**src/rtl/counter_wrap_tracker_if.sv**
```systemverilog
// rtl/counter_wrap_tracker_if.sv - observation bus between a mod-12 counter and its wrap tracker
interface counter_wrap_tracker_if #(
    parameter int WRAP_W = 8
);
    logic              mode;
    logic              load;
    logic [3:0]        data_in;
    logic [3:0]        data_out;
    logic              carry;
    logic              borrow;
    logic [WRAP_W-1:0] wrap_count;
    logic              err_range;
    logic              err_step;
    logic [7:0]        err_cnt;

    modport master (
        output mode, load, data_in, data_out,
        input  carry, borrow, wrap_count, err_range, err_step, err_cnt
    );

    modport slave (
        input  mode, load, data_in, data_out,
        output carry, borrow, wrap_count, err_range, err_step, err_cnt
    );
endinterface

```
**src/rtl/counter_wrap_tracker.sv**
```systemverilog
// rtl/counter_wrap_tracker.sv - mod-12 counter wrap/epoch tracker; error checks under WRAP_TRACKER_ERR_EN
module counter_wrap_tracker #(
    parameter int WRAP_W = 8
) (
    input  logic                   clk,
    input  logic                   rst,
    counter_wrap_tracker_if.slave  bus
);
    typedef enum logic {INIT, TRACK} state_t;

    state_t            state;
    logic              prev_mode;
    logic              prev_load;
    logic [3:0]        prev_data_in;
    logic [3:0]        prev_data_out;
    logic              carry_q;
    logic              borrow_q;
    logic [WRAP_W-1:0] wrap_q;
    logic [3:0]        expected;
    logic              step_chk;
    logic              carry_hit;
    logic              borrow_hit;
    logic              unused_prev_data_in;

    // The load value is kept as part of the sample but no rule consumes it.
    assign unused_prev_data_in = ^prev_data_in;

    always_comb begin
        expected = 4'd0;
        if (prev_mode)
            expected = (prev_data_out == 4'd11) ? 4'd0 : prev_data_out + 4'd1;
        else
            expected = (prev_data_out == 4'd0) ? 4'd11 : prev_data_out - 4'd1;
    end

    // Loads and out-of-range previous samples carry no step expectation.
    assign step_chk   = (state == TRACK) && !prev_load && (prev_data_out <= 4'd11);
    assign carry_hit  = step_chk &&  prev_mode && (prev_data_out == 4'd11) && (bus.data_out == 4'd0);
    assign borrow_hit = step_chk && !prev_mode && (prev_data_out == 4'd0)  && (bus.data_out == 4'd11);

    always_ff @(posedge clk) begin
        if (rst) begin
            state         <= INIT;
            prev_mode     <= 1'b0;
            prev_load     <= 1'b0;
            prev_data_in  <= 4'd0;
            prev_data_out <= 4'd0;
            carry_q       <= 1'b0;
            borrow_q      <= 1'b0;
            wrap_q        <= '0;
        end else begin
            state         <= TRACK;
            prev_mode     <= bus.mode;
            prev_load     <= bus.load;
            prev_data_in  <= bus.data_in;
            prev_data_out <= bus.data_out;
            carry_q       <= carry_hit;
            borrow_q      <= borrow_hit;
            if (carry_hit)
                wrap_q <= wrap_q + WRAP_W'(1);
            else if (borrow_hit)
                wrap_q <= wrap_q - WRAP_W'(1);
        end
    end

    assign bus.carry      = carry_q;
    assign bus.borrow     = borrow_q;
    assign bus.wrap_count = wrap_q;

`ifdef WRAP_TRACKER_ERR_EN
    logic       err_range_q;
    logic       err_step_q;
    logic [7:0] err_cnt_q;
    logic       range_hit;
    logic       step_hit;

    assign range_hit = (state == TRACK) && (bus.data_out > 4'd11);
    assign step_hit  = step_chk && (bus.data_out != expected);

    always_ff @(posedge clk) begin
        if (rst) begin
            err_range_q <= 1'b0;
            err_step_q  <= 1'b0;
            err_cnt_q   <= 8'd0;
        end else begin
            if (range_hit)
                err_range_q <= 1'b1;
            if (step_hit)
                err_step_q <= 1'b1;
            if ((range_hit || step_hit) && (err_cnt_q != 8'hFF))
                err_cnt_q <= err_cnt_q + 8'd1;
        end
    end

    assign bus.err_range = err_range_q;
    assign bus.err_step  = err_step_q;
    assign bus.err_cnt   = err_cnt_q;
`else
    assign bus.err_range = 1'b0;
    assign bus.err_step  = 1'b0;
    assign bus.err_cnt   = 8'd0;
`endif
endmodule

```
**src/flat_wrapper.sv**
```systemverilog
// flat-port wrapper written by rule: the top's interface ports become plain ports
module counter_wrap_tracker_flat 
#(
    parameter int WRAP_W = 8
)
  (clk, rst, bus_mode, bus_load, bus_data_in, bus_data_out, bus_carry, bus_borrow, bus_wrap_count, bus_err_range, bus_err_step, bus_err_cnt);
  counter_wrap_tracker_if #(.WRAP_W(WRAP_W)) bus_i ();
  input  logic clk;
  input  logic rst;
  input wire logic [$bits(bus_i.mode)-1:0] bus_mode;
  input wire logic [$bits(bus_i.load)-1:0] bus_load;
  input wire logic [$bits(bus_i.data_in)-1:0] bus_data_in;
  input wire logic [$bits(bus_i.data_out)-1:0] bus_data_out;
  output wire logic [$bits(bus_i.carry)-1:0] bus_carry;
  output wire logic [$bits(bus_i.borrow)-1:0] bus_borrow;
  output wire logic [$bits(bus_i.wrap_count)-1:0] bus_wrap_count;
  output wire logic [$bits(bus_i.err_range)-1:0] bus_err_range;
  output wire logic [$bits(bus_i.err_step)-1:0] bus_err_step;
  output wire logic [$bits(bus_i.err_cnt)-1:0] bus_err_cnt;
  assign bus_i.mode = bus_mode;
  assign bus_i.load = bus_load;
  assign bus_i.data_in = bus_data_in;
  assign bus_i.data_out = bus_data_out;
  assign bus_carry = bus_i.carry;
  assign bus_borrow = bus_i.borrow;
  assign bus_wrap_count = bus_i.wrap_count;
  assign bus_err_range = bus_i.err_range;
  assign bus_err_step = bus_i.err_step;
  assign bus_err_cnt = bus_i.err_cnt;
  counter_wrap_tracker #(.WRAP_W(WRAP_W)) u_core (.clk(clk), .rst(rst), .bus(bus_i));
endmodule
```
**config.mk**
```make
export PLATFORM = sky130hd
export DESIGN_NAME = counter_wrap_tracker_flat
export DESIGN_NICKNAME = d
export VERILOG_FILES = /design/src/rtl/counter_wrap_tracker_if.sv /design/src/rtl/counter_wrap_tracker.sv /design/src/flat_wrapper.sv
export SDC_FILE = /design/constraint.sdc
export NUM_CORES = 1
export LEC_CHECK = 0
export BUFFER_PORTS_ARGS = -buffer_cell sky130_fd_sc_hd__buf_2
export CAP_MARGIN = 15
export CORE_UTILIZATION = 34
export DETAILED_ROUTE_END_ITERATION = 8
export GPL_TIMING_DRIVEN = 1
export SYNTH_ARGS = -nofsm -noshare
export SYNTH_HDL_FRONTEND = slang
export SYNTH_SLANG_ARGS = --single-unit
export TNS_END_PERCENT = 5
```
**constraint.sdc**
```tcl
create_clock -name clk -period 3.77 [get_ports clk]
set_clock_uncertainty 0.1 [all_clocks]
set_input_delay 0.5655 -clock clk [delete_from_list [all_inputs] [get_ports clk]]
set_output_delay 0.5655 -clock clk [all_outputs]
set_load 0.005 [all_outputs]
```
==> results of run 1 <==
flip-flops by register name (all words and copies together), names as in the netlist:
signal / flops
u_core.bus.borrow: 1
u_core.bus.carry: 1
u_core.prev_data_out: 4
u_core.prev_mode: 1
u_core.bus.wrap_count: 8
u_core.prev_load: 1
u_core.state: 1
layer usage:
metal / vias up / track usage [%] / routed length (um)
li1: 373 / - / -
met1: 341 / 15.9 / 835
met2: 24 / 20.3 / 828
met3: 0 / 5.00 / 117
met4: 0 / 2.56 / 0
met5: - / 0 / 0
worst reg2reg max path, cell delays in order, from the launching register on:
cell and delay, ps:
dfxtp_1 320, or4b_4 550, or4_4 620, fa_1 460, a211oi_1 260, o21bai_1 110, a21oi_1 180, xnor2_1 80
a31o_2 230
power by group through the flow:
stage               registers [mW]  logic, mW  clock network [mW]
floorplan                    0.190     0.0247                   0
global placement             0.190     0.0238                   0
detailed placement           0.190     0.0245                   0
CTS                          0.186     0.0247               0.106
finish                       0.186     0.0248               0.102
global route                 0.187     0.0281               0.113
worst paths after layout:
path / end / start / cells after the start
max: u_core.bus.wrap_count[6] / bus_data_out[2] / 9
min: u_core.prev_load / bus_load / 2
max reg2reg: u_core.bus.wrap_count[6] / u_core.prev_load / 8
min reg2reg: u_core.bus.wrap_count[2] / u_core.bus.wrap_count[2] / 2
metrics by stage:
stage	area, um^2	std cells	total power [mW]
6_report	1050	150	0.314
5_1_grt	1050	150	0.328
4_1_cts	1050	150	0.317
3_5_place_dp	1020	146	0.215
3_3_place_gp	1020	146	0.214
2_1_floorplan	978	111	0.215
layout make-up:
type / instances / area (um^2) / area share, %
clock buffer: 3 / 22.5 / 2.15
clock inverter: 1 / 5.00 / 0.478
inverter: 2 / 7.51 / 0.718
multi-input combinational: 80 / 548 / 52.4
sequential: 17 / 340 / 32.5
tap: 30 / 37.5 / 3.59
timing repair buffer: 17 / 85.1 / 8.13
cells in the final DEF (no fill, tap or decap), types with 2 or more instances in the layout:
master / synthesis / layout
a211oi_1: 3 / 3
a21o_1: 2 / 2
a21oi_1: 5 / 5
a31o_2: 2 / 2
and3_1: 2 / 2
buf_2: 0 / 17
clkbuf_4: 0 / 3
conb_1: 1 / 10
dfxtp_1: 17 / 17
ha_1: 6 / 6
inv_1: 2 / 2
mux2i_1: 3 / 3
nand2_1: 4 / 4
nand4bb_1: 2 / 2
nor2_1: 11 / 11
nor2b_1: 5 / 5
nor3_1: 2 / 2
nor3b_1: 2 / 2
o21ai_0: 4 / 4
o21bai_1: 3 / 3
xnor2_1: 6 / 6
cells by family after synthesis:
family	Yosys count	synth area share, %
muxes	3	3.18
DFF	17	36.0
AOI/OAI and AO/OA	21	14.7
adders and majority gates	7	10.1
buffers and inverters	14	9.54
other	1	0.397
xor gates and xnor gates	6	5.56
and+or+nand+nor	33	20.5
==> flow_summary_export.csv, run 1 <==
group,metric,value,unit
place,dp_hpwl,1270,um
yosys,synth_area_leader_cell,"dfxtp_1",
global_route,track_usage,12.7,%
critical_path,cp.required,3870,ps
pwr,internal_power,0.235,mW
global_route,grt_overflow,0,
sta,tightest_slew,565,ps
yosys,synth_edf_count,0,
clock_tree,tritoncts,"built",
layout,post_route_cells_drive_above_1_share,21.7,%
clock_tree,clk_latency,300,ps
pwr,leakage,0.491,nW
sta,max_freq,0.333,GHz
floorplanning,fp.dieW,54.7,um
yosys,yosysSeqAreaShare,36.0,%
yosys,yosys.cell_count.top_type,"dfxtp_1",
global_route,grt_max_degree,19,
floorplanning,die_h,54.7,um
clock_tree,root_buffer,"clkbuf_4",
yosys,synth_cell_type_count,29,
floorplanning,rows,18,
place,gp_congestion,0.763,
critical_path,critical_path.top_delay_family,"simple AND/OR/NAND/NOR gates",
clock_tree,ctsResizeCount,0,
critical_path,crit_buf_inv,1,
route,wire_per_inst,11.9,um
critical_path,cp_cell_sequence,"buf_2 -> or4b_4 -> or4_4 -> fa_1 -> a211oi_1 -> o21bai_1 -> a21oi_1 -> xnor2_1 -> a31o_2",
floorplanning,coreArea,2540,um^2
clock_tree,clockBufferDepth,2,
layout,fin_util,41.1,%
yosys,synth.avg_cell_area,9.26,um^2
clock_tree,clk_pin_slew,100,ps
critical_path,endpoint_kind,"register",
clock_tree,cts_inserted_buffers,3,
route,vias,738,
critical_path,rrSetupSlack,770,ps
job,maxCapViolCount,0,
run_status,outcome,"finished, final reports clean",
route,drt_iter0_drc,10,
global_route,grt_pass1_wl,2700,um
yosys,synthArstFlopShare,0,%
layout,n_fill_cell,270,
sta,min_period,3000,ps
floorplanning,initial_core_util,37.1,%
floorplanning,ioPinCount,32,
critical_path,path_class,"primary input to register",
pwr,p_switching,0.0791,mW
route,drt-pass1-iter-count,4,
critical_path,worstPathMaxFanout,10,
floorplanning,dieArea,2990,um^2
global_route,antenna_found_initial,0,
pwr,clockPowerShare,32.6,%
critical_path,slowest_stage,"or4_4",
route,wl,1780,um
layout,nets,140,
yosys,synthCells,102,
sta,fin_crit_sh,79.6,%
yosys,synthTopCellsByArea,"dfxtp_1 (36%), buf_4 (7.9%), ha_1 (7.9%)",
route,drcViolationCount,0,
sta,drv_slew,0,
sta,setup_viol,0,
clock_tree,cts_sinks,17,
critical_path,crit_path_start_kind,"primary input",
pwr,power_density,300,nW/um^2
layout,diodes,0,
global_route,grt_pass1_vias,635,
sta,hold_violations,0,
min_path,hp-class,"primary input to register",
critical_path,arrival,3100,ps
sta,relSlewSlack,62.3,%
sta,tns,0,ps
yosys,synth_ff_type,"dfxtp_1",
place,pre_cts_ws,434,ps
pwr,p_sw_share,25.2,%
yosys,synth-seq-cells,17,
route,detail_route.vias_per_cell,4.92,
sta,whs,374,ps
clock_tree,post_cts_buffers,0,
yosys,synth_top_area_share,36.0,%
yosys,syn_area,945,um^2
pwr,p_seq_share,59.4,%
pwr,power_frac_comb,7.9,%
clock_tree,htreeDepth,1,
yosys,ys.warnings.count,0,
critical_path,max_stage_delay,620,ps
sta,rsz0062_at_grt,"no",
route,ant_nets,0,
pwr,ir_worst_vdd,220,uV
sta,finalWorstSetupSlack,770,ps
clock_tree,cts_hold_buf,0,
layout,area_growth,10.7,%
yosys,ys_top_cells_by_count,"dfxtp_1 (17), nor2_1 (11), buf_4 (10)",
place,placement.io_buffers,17,
Power figures use the tool's default switching activity.
==> run 2: changes to the inputs <==
- clock period: 3.77 -> 2.65 ns (I/O delays scaled with it)
==> flow_summary_export.csv, run 2 (same netlist as run 1, synthesis figures left out) <==
group,metric,value,unit
clock_tree,clockBufferDepth,2,
route,drt_iter0_drc,11,
sta,fin_crit_sh,103,%
run_status,failed_checks,"negative setup slack",
pwr,p_seq_share,59.9,%
sta,setup_viol,2,
place,dp_hpwl,1240,um
layout,stdcell_area,1210,um^2
floorplanning,coreArea,2540,um^2
layout,nets,154,
sta,relSlewSlack,61.4,%
pwr,p_sw_share,23.4,%
min_path,hold_depth,2,
pwr,power_frac_comb,8.7,%
layout,post_route_cells_drive_above_1_share,35.1,%
layout,largest_register_ffs,8,
clock_tree,cts_hold_buf,0,
critical_path,endpoint_kind,"register",
layout,n_fill_cell,248,
sta,tightest_slew,579,ps
clock_tree,htreeDepth,1,
floorplanning,die_h,54.7,um
global_route,grt_max_degree,19,
min_path,hp-class,"primary input to register",
pwr,internal_power,0.339,mW
sta,hold_violations,0,
route,drt-pass1-iter-count,2,
route,drcViolationCount,0,
global_route,antenna_found_initial,0,
route,detail_route.vias_per_cell,4.62,
place,placement.io_buffers,17,
critical_path,crit_path_start_kind,"register",
critical_path,cp.required,2730,ps
pwr,p_switching,0.103,mW
global_route,grt_overflow,0,
clock_tree,cts_sinks,17,
clock_tree,clk_pin_slew,90,ps
global_route,track_usage,14.3,%
critical_path,worstPathMaxFanout,6,
critical_path,r2r_start,"u_core.prev_data_out[2]",
sta,drv_slew,0,
floorplanning,fp.dieW,54.7,um
global_route,grt_pass1_wl,2990,um
layout,diodes,0,
pwr,ir_worst_vdd,213,uV
clock_tree,cts_inserted_buffers,3,
sta,min_period,2730,ps
pwr,power_density,366,nW/um^2
critical_path,path_class,"register to register",
global_route,grt_pass1_vias,660,
run_status,outcome,"complete, but fails checks",
sta,rsz0062_at_grt,"yes",
min_path,whs_endpoint,"u_core.prev_load",
pwr,leakage,0.559,nW
floorplanning,rows,18,
pwr,clockPowerShare,31.4,%
route,vias,757,
critical_path,rrSetupSlack,-80,ps
critical_path,worstReg2RegEnd,"u_core.bus.wrap_count[6]",
place,gp_congestion,0.763,
sta,max_freq,0.367,GHz
clock_tree,clk_latency,290,ps
sta,tns,-147,ps
layout,layout_common_cells,"buf_2 (17), dfxtp_1 (17), buf_4 (14)",
clock_tree,tritoncts,"built",
layout,area_growth,27.8,%
route,ant_nets,0,
critical_path,arrival,2810,ps
job,maxCapViolCount,0,
min_path,worstHoldStart,"bus_load",
place,place_area,1100,um^2
sta,finalWorstSetupSlack,-75.5,ps
floorplanning,initial_core_util,37.1,%
clock_tree,root_buffer,"clkbuf_4",
floorplanning,dieArea,2990,um^2
route,wl,1750,um
route,wire_per_inst,10.7,um
critical_path,reg2reg_depth,8,
floorplanning,ioPinCount,32,
sta,whs,220,ps
[run 2: cell type report]
class                           instances  area [um^2]  share of cell area [%]
Clock buffer                            4         26.3                    2.18
Inverter                                2         7.51                   0.622
Multi-Input combinational cell         80          606                    50.2
Sequential cell                        17          340                    28.2
Tap cell                               30         37.5                    3.11
Timing Repair Buffer                   31          190                    15.8
[run 2: power groups by stage]
stage	Combinational, mW	Sequential (mW)	Clock (mW)
after floorplan	0.0356	0.270	0
after global placement	0.0368	0.271	0
after detailed placement	0.0373	0.271	0
after CTS	0.0384	0.265	0.147
after global routing	0.0446	0.266	0.160
final	0.0385	0.265	0.139
[run 2: what timing repair did]
action,4_1_cts,5_1_grt
pin swaps,10,1
setup endpoints to repair,4,5
buffers inserted,5,0
resized for setup,5,2
[run 2: through the flow]
stage / util (%) / instances / total power [mW] / setup slack, ps
after global placement: 43.2 / 155 / 0.307 / -363
after global routing: 47.4 / 164 / 0.470 / -215
final: 47.4 / 164 / 0.442 / -75.5
after floorplan: - / 111 / 0.306 / -176
after CTS: 47.1 / 164 / 0.451 / -87.9
after detailed placement: 43.2 / 155 / 0.308 / -358
[run 2: worst max-delay path, cell delays in order, from the launching register on]
cell and delay (ps):
dfxtp_1 310, or4b_4 510, or4_4 550, fa_2 390, a211oi_2 230, o21bai_1 80, a21oi_1 160, xnor2_1 100
a31o_2 200
[run 2: worst max-delay path by stage]
stage,start,to,slack (ps),cells after the start
after floorplan,bus_data_out[2],u_core.bus.wrap_count[5],-180,8
after global placement,bus_data_out[2],u_core.bus.wrap_count[5],-360,9
after detailed placement,bus_data_out[2],u_core.bus.wrap_count[6],-360,9
after CTS,u_core.prev_data_out[2],u_core.bus.wrap_count[6],-90,8
after global routing,u_core.prev_data_out[2],u_core.bus.wrap_count[5],-220,9
final,u_core.prev_data_out[2],u_core.bus.wrap_count[6],-80,8
[run 2: per-layer routing]
layer | track usage [%] | vias up | share of wire, %
li1 | - | 404 | -
met2 | 21.5 | 12 | 48
met3 | 3.33 | 2 | 3.3
met4 | 5.13 | 0 | 0.69
met5 | 0 | - | 0
met1 | 19.6 | 339 | 48
==> run 3: changes to the inputs <==
- ABC_AREA: unset -> 1
==> flow_summary_export.csv, run 3 <==
group,metric,value,unit
place,gp_congestion,0.827,
pwr,power_density,400,nW/um^2
yosys,synth_edf_count,0,
yosys,yosys.cell_count.top_type,"nand2_1",
sta,whs,198,ps
critical_path,worstReg2RegEnd,"u_core.bus.wrap_count[7]",
sta,fin_crit_sh,75.2,%
clock_tree,cts_sinks,17,
layout,area_growth,8.30,%
run_status,outcome,"complete, but fails checks",
yosys,ys.warnings.count,0,
critical_path,cpMostUsedCell,"nand2_1",
yosys,synth.avg_cell_area,7.43,um^2
place,placement.io_buffers,17,
clock_tree,cts_hold_buf,0,
pwr,leakage,0.598,nW
place,place_area,1100,um^2
critical_path,worstPathMaxFanout,10,
sta,hold_violations,0,
route,drt_iter0_drc,26,
place,dp.cells,185,
layout,nets,178,
min_path,hp-class,"primary input to register",
yosys,synth_cell_type_count,24,
clock_tree,root_buffer,"clkbuf_4",
route,wire_per_inst,9.60,um
critical_path,critical_path.top_delay_family,"simple AND/OR/NAND/NOR gates",
global_route,antenna_found_initial,0,
floorplanning,dieArea,3280,um^2
sta,tns,0,ps
run_status,failed_checks,"design-rule violations",
critical_path,endpoint_kind,"register",
sta,rsz0062_at_grt,"no",
floorplanning,initial_core_util,36.8,%
critical_path,arrival,2090,ps
layout,stdcell_area,1130,um^2
critical_path,slowest_stage,"ha_1",
clock_tree,clk_latency,300,ps
layout,fin_cells,189,
critical_path,r2r_start,"u_core.prev_data_out[2]",
layout,final_common_cell,"nand2_1",
critical_path,reg2reg_depth,12,
clock_tree,cts_inserted_buffers,3,
yosys,yosysSeqAreaShare,32.7,%
route,ant_nets,0,
critical_path,crit_buf_inv,0,
place,dp_hpwl,1360,um
sta,max_freq,0.502,GHz
floorplanning,coreArea,2830,um^2
yosys,synthArstFlopShare,0,%
sta,setup_viol,0,
floorplanning,rows,19,
critical_path,crit_path_start_kind,"register",
layout,post_route_cells_drive_above_1_share,23.4,%
yosys,synth_ff_type,"dfxtp_1",
yosys,synthTopCellsByArea,"dfxtp_1 (33%), nand2_1 (9.4%), buf_4 (7.2%)",
yosys,syn_area,1040,um^2
route,detail_route.vias_per_cell,4.64,
critical_path,max_stage_delay,400,ps
layout,diodes,0,
sta,min_period,1990,ps
route,vias,877,
route,drt-pass1-iter-count,6,
clock_tree,htreeDepth,1,
route,wl,1820,um
global_route,track_usage,12.1,%
place,pre_cts_ws,470,ps
critical_path,cp_cell_sequence,"nor2_1 -> nand2_1 -> nor2_4 -> nand2_4 -> ha_1 -> nand2_1 -> nor2_1 -> nand3_1 -> nand2_1 -> nand2_1 -> a21oi_1 -> nor2_1",
floorplanning,fp.dieW,57.3,um
sta,drv_slew,0,
clock_tree,clockBufferDepth,2,
critical_path,cp.required,2750,ps
yosys,synth_top_area_share,32.7,%
clock_tree,post_cts_buffers,0,
layout,fin_util,39.8,%
global_route,grt_pass1_wl,3040,um
floorplanning,ioPinCount,32,
route,drcViolationCount,2,
min_path,hold_depth,3,
pwr,ir_worst_vdd,319,uV
floorplanning,die_h,57.3,um
min_path,whs_endpoint,"u_core.prev_mode",
layout,layout_common_cells,"nand2_1 (26), nor2_1 (19), inv_1 (18)",
yosys,synth-seq-cells,17,
yosys,synthCells,140,
sta,finalWorstSetupSlack,658,ps
global_route,grt_max_degree,14,
min_path,worstHoldStart,"bus_mode",
global_route,grt_pass1_vias,745,
yosys,ys_top_cells_by_count,"nand2_1 (26), nor2_1 (19), inv_1 (18)",
pwr,finalPower,0.451,mW
job,maxCapViolCount,0,
critical_path,rrSetupSlack,660,ps
clock_tree,clk_pin_slew,90,ps
layout,largest_register_ffs,8,
clock_tree,ctsResizeCount,0,
global_route,grt_overflow,0,
yosys,synth_area_leader_cell,"dfxtp_1",
clock_tree,tritoncts,"built",
critical_path,path_class,"register to register",
==> run 3: changes by cell type in the layout (fill, tap and decap cells not counted), sizes merged, moves of 5 or more <==
| cell | delta |
|---|---|
| inv | +19 |
| buf | -14 |
| nor2b | -5 |
| nand2 | +25 |
| nor2 | +11 |
| nand3 | +8 |
==> run 3: tightest hold or removal path, delay by kind of cell <==
family,cells,cell delay (ps)
buf+inv,2,100
simple gates,1,60
==> run 3: layout make-up <==
type / count / area (um^2)
fill: 309 / 1700
tap: 31 / 38.8
inverter: 21 / 81.3
timing repair buffer: 17 / 85.1
sequential: 17 / 340
multi-input combinational: 99 / 553
clock buffer: 3 / 22.5
clock inverter: 1 / 5.00
==> run 3: power breakdown <==
part	total [mW]	switching [mW]	internal, mW
Clock	0.143	0.0869	0.0564
Combinational	0.0409	0.0256	0.0153
Sequential	0.267	0.00405	0.263
Total	0.451	0.117	0.334
==> run 3: worst max path at each step <==
stage	depth (start not counted)	slack, ps	to	from
5_1_grt	11	430	u_core.bus.wrap_count[7]	u_core.prev_data_out[3]
2_1_floorplan	12	770	u_core.bus.wrap_count[7]	bus_data_out[0]
3_3_place_gp	13	510	u_core.bus.wrap_count[7]	bus_data_out[2]
6_report	12	660	u_core.bus.wrap_count[7]	u_core.prev_data_out[2]
4_1_cts	12	660	u_core.bus.wrap_count[7]	u_core.prev_data_out[2]
3_5_place_dp	13	470	u_core.bus.wrap_count[7]	bus_data_out[0]
==> run 3: metal layers <==
metal | vias up | GRT usage, % | routed length [um]
met3 | 4 | 4.76 | 104
met4 | 0 | 3.14 | 23
met5 | - | 0 | 0
met1 | 390 | 13.7 | 830
met2 | 26 | 21.2 | 857
li1 | 457 | - | -
==> run 3: kinds of logic after synthesis <==
family,count (synthesis),share of synthesized area (%)
other,1,0.361
AO/OA/AOI/OAI,16,10.2
XOR/XNOR,4,3.37
buffers and inverters,33,17.3
AND/OR/NAND/NOR,62,26.8
adder cells (fa/ha/maj),7,9.15
flip-flops,17,32.7
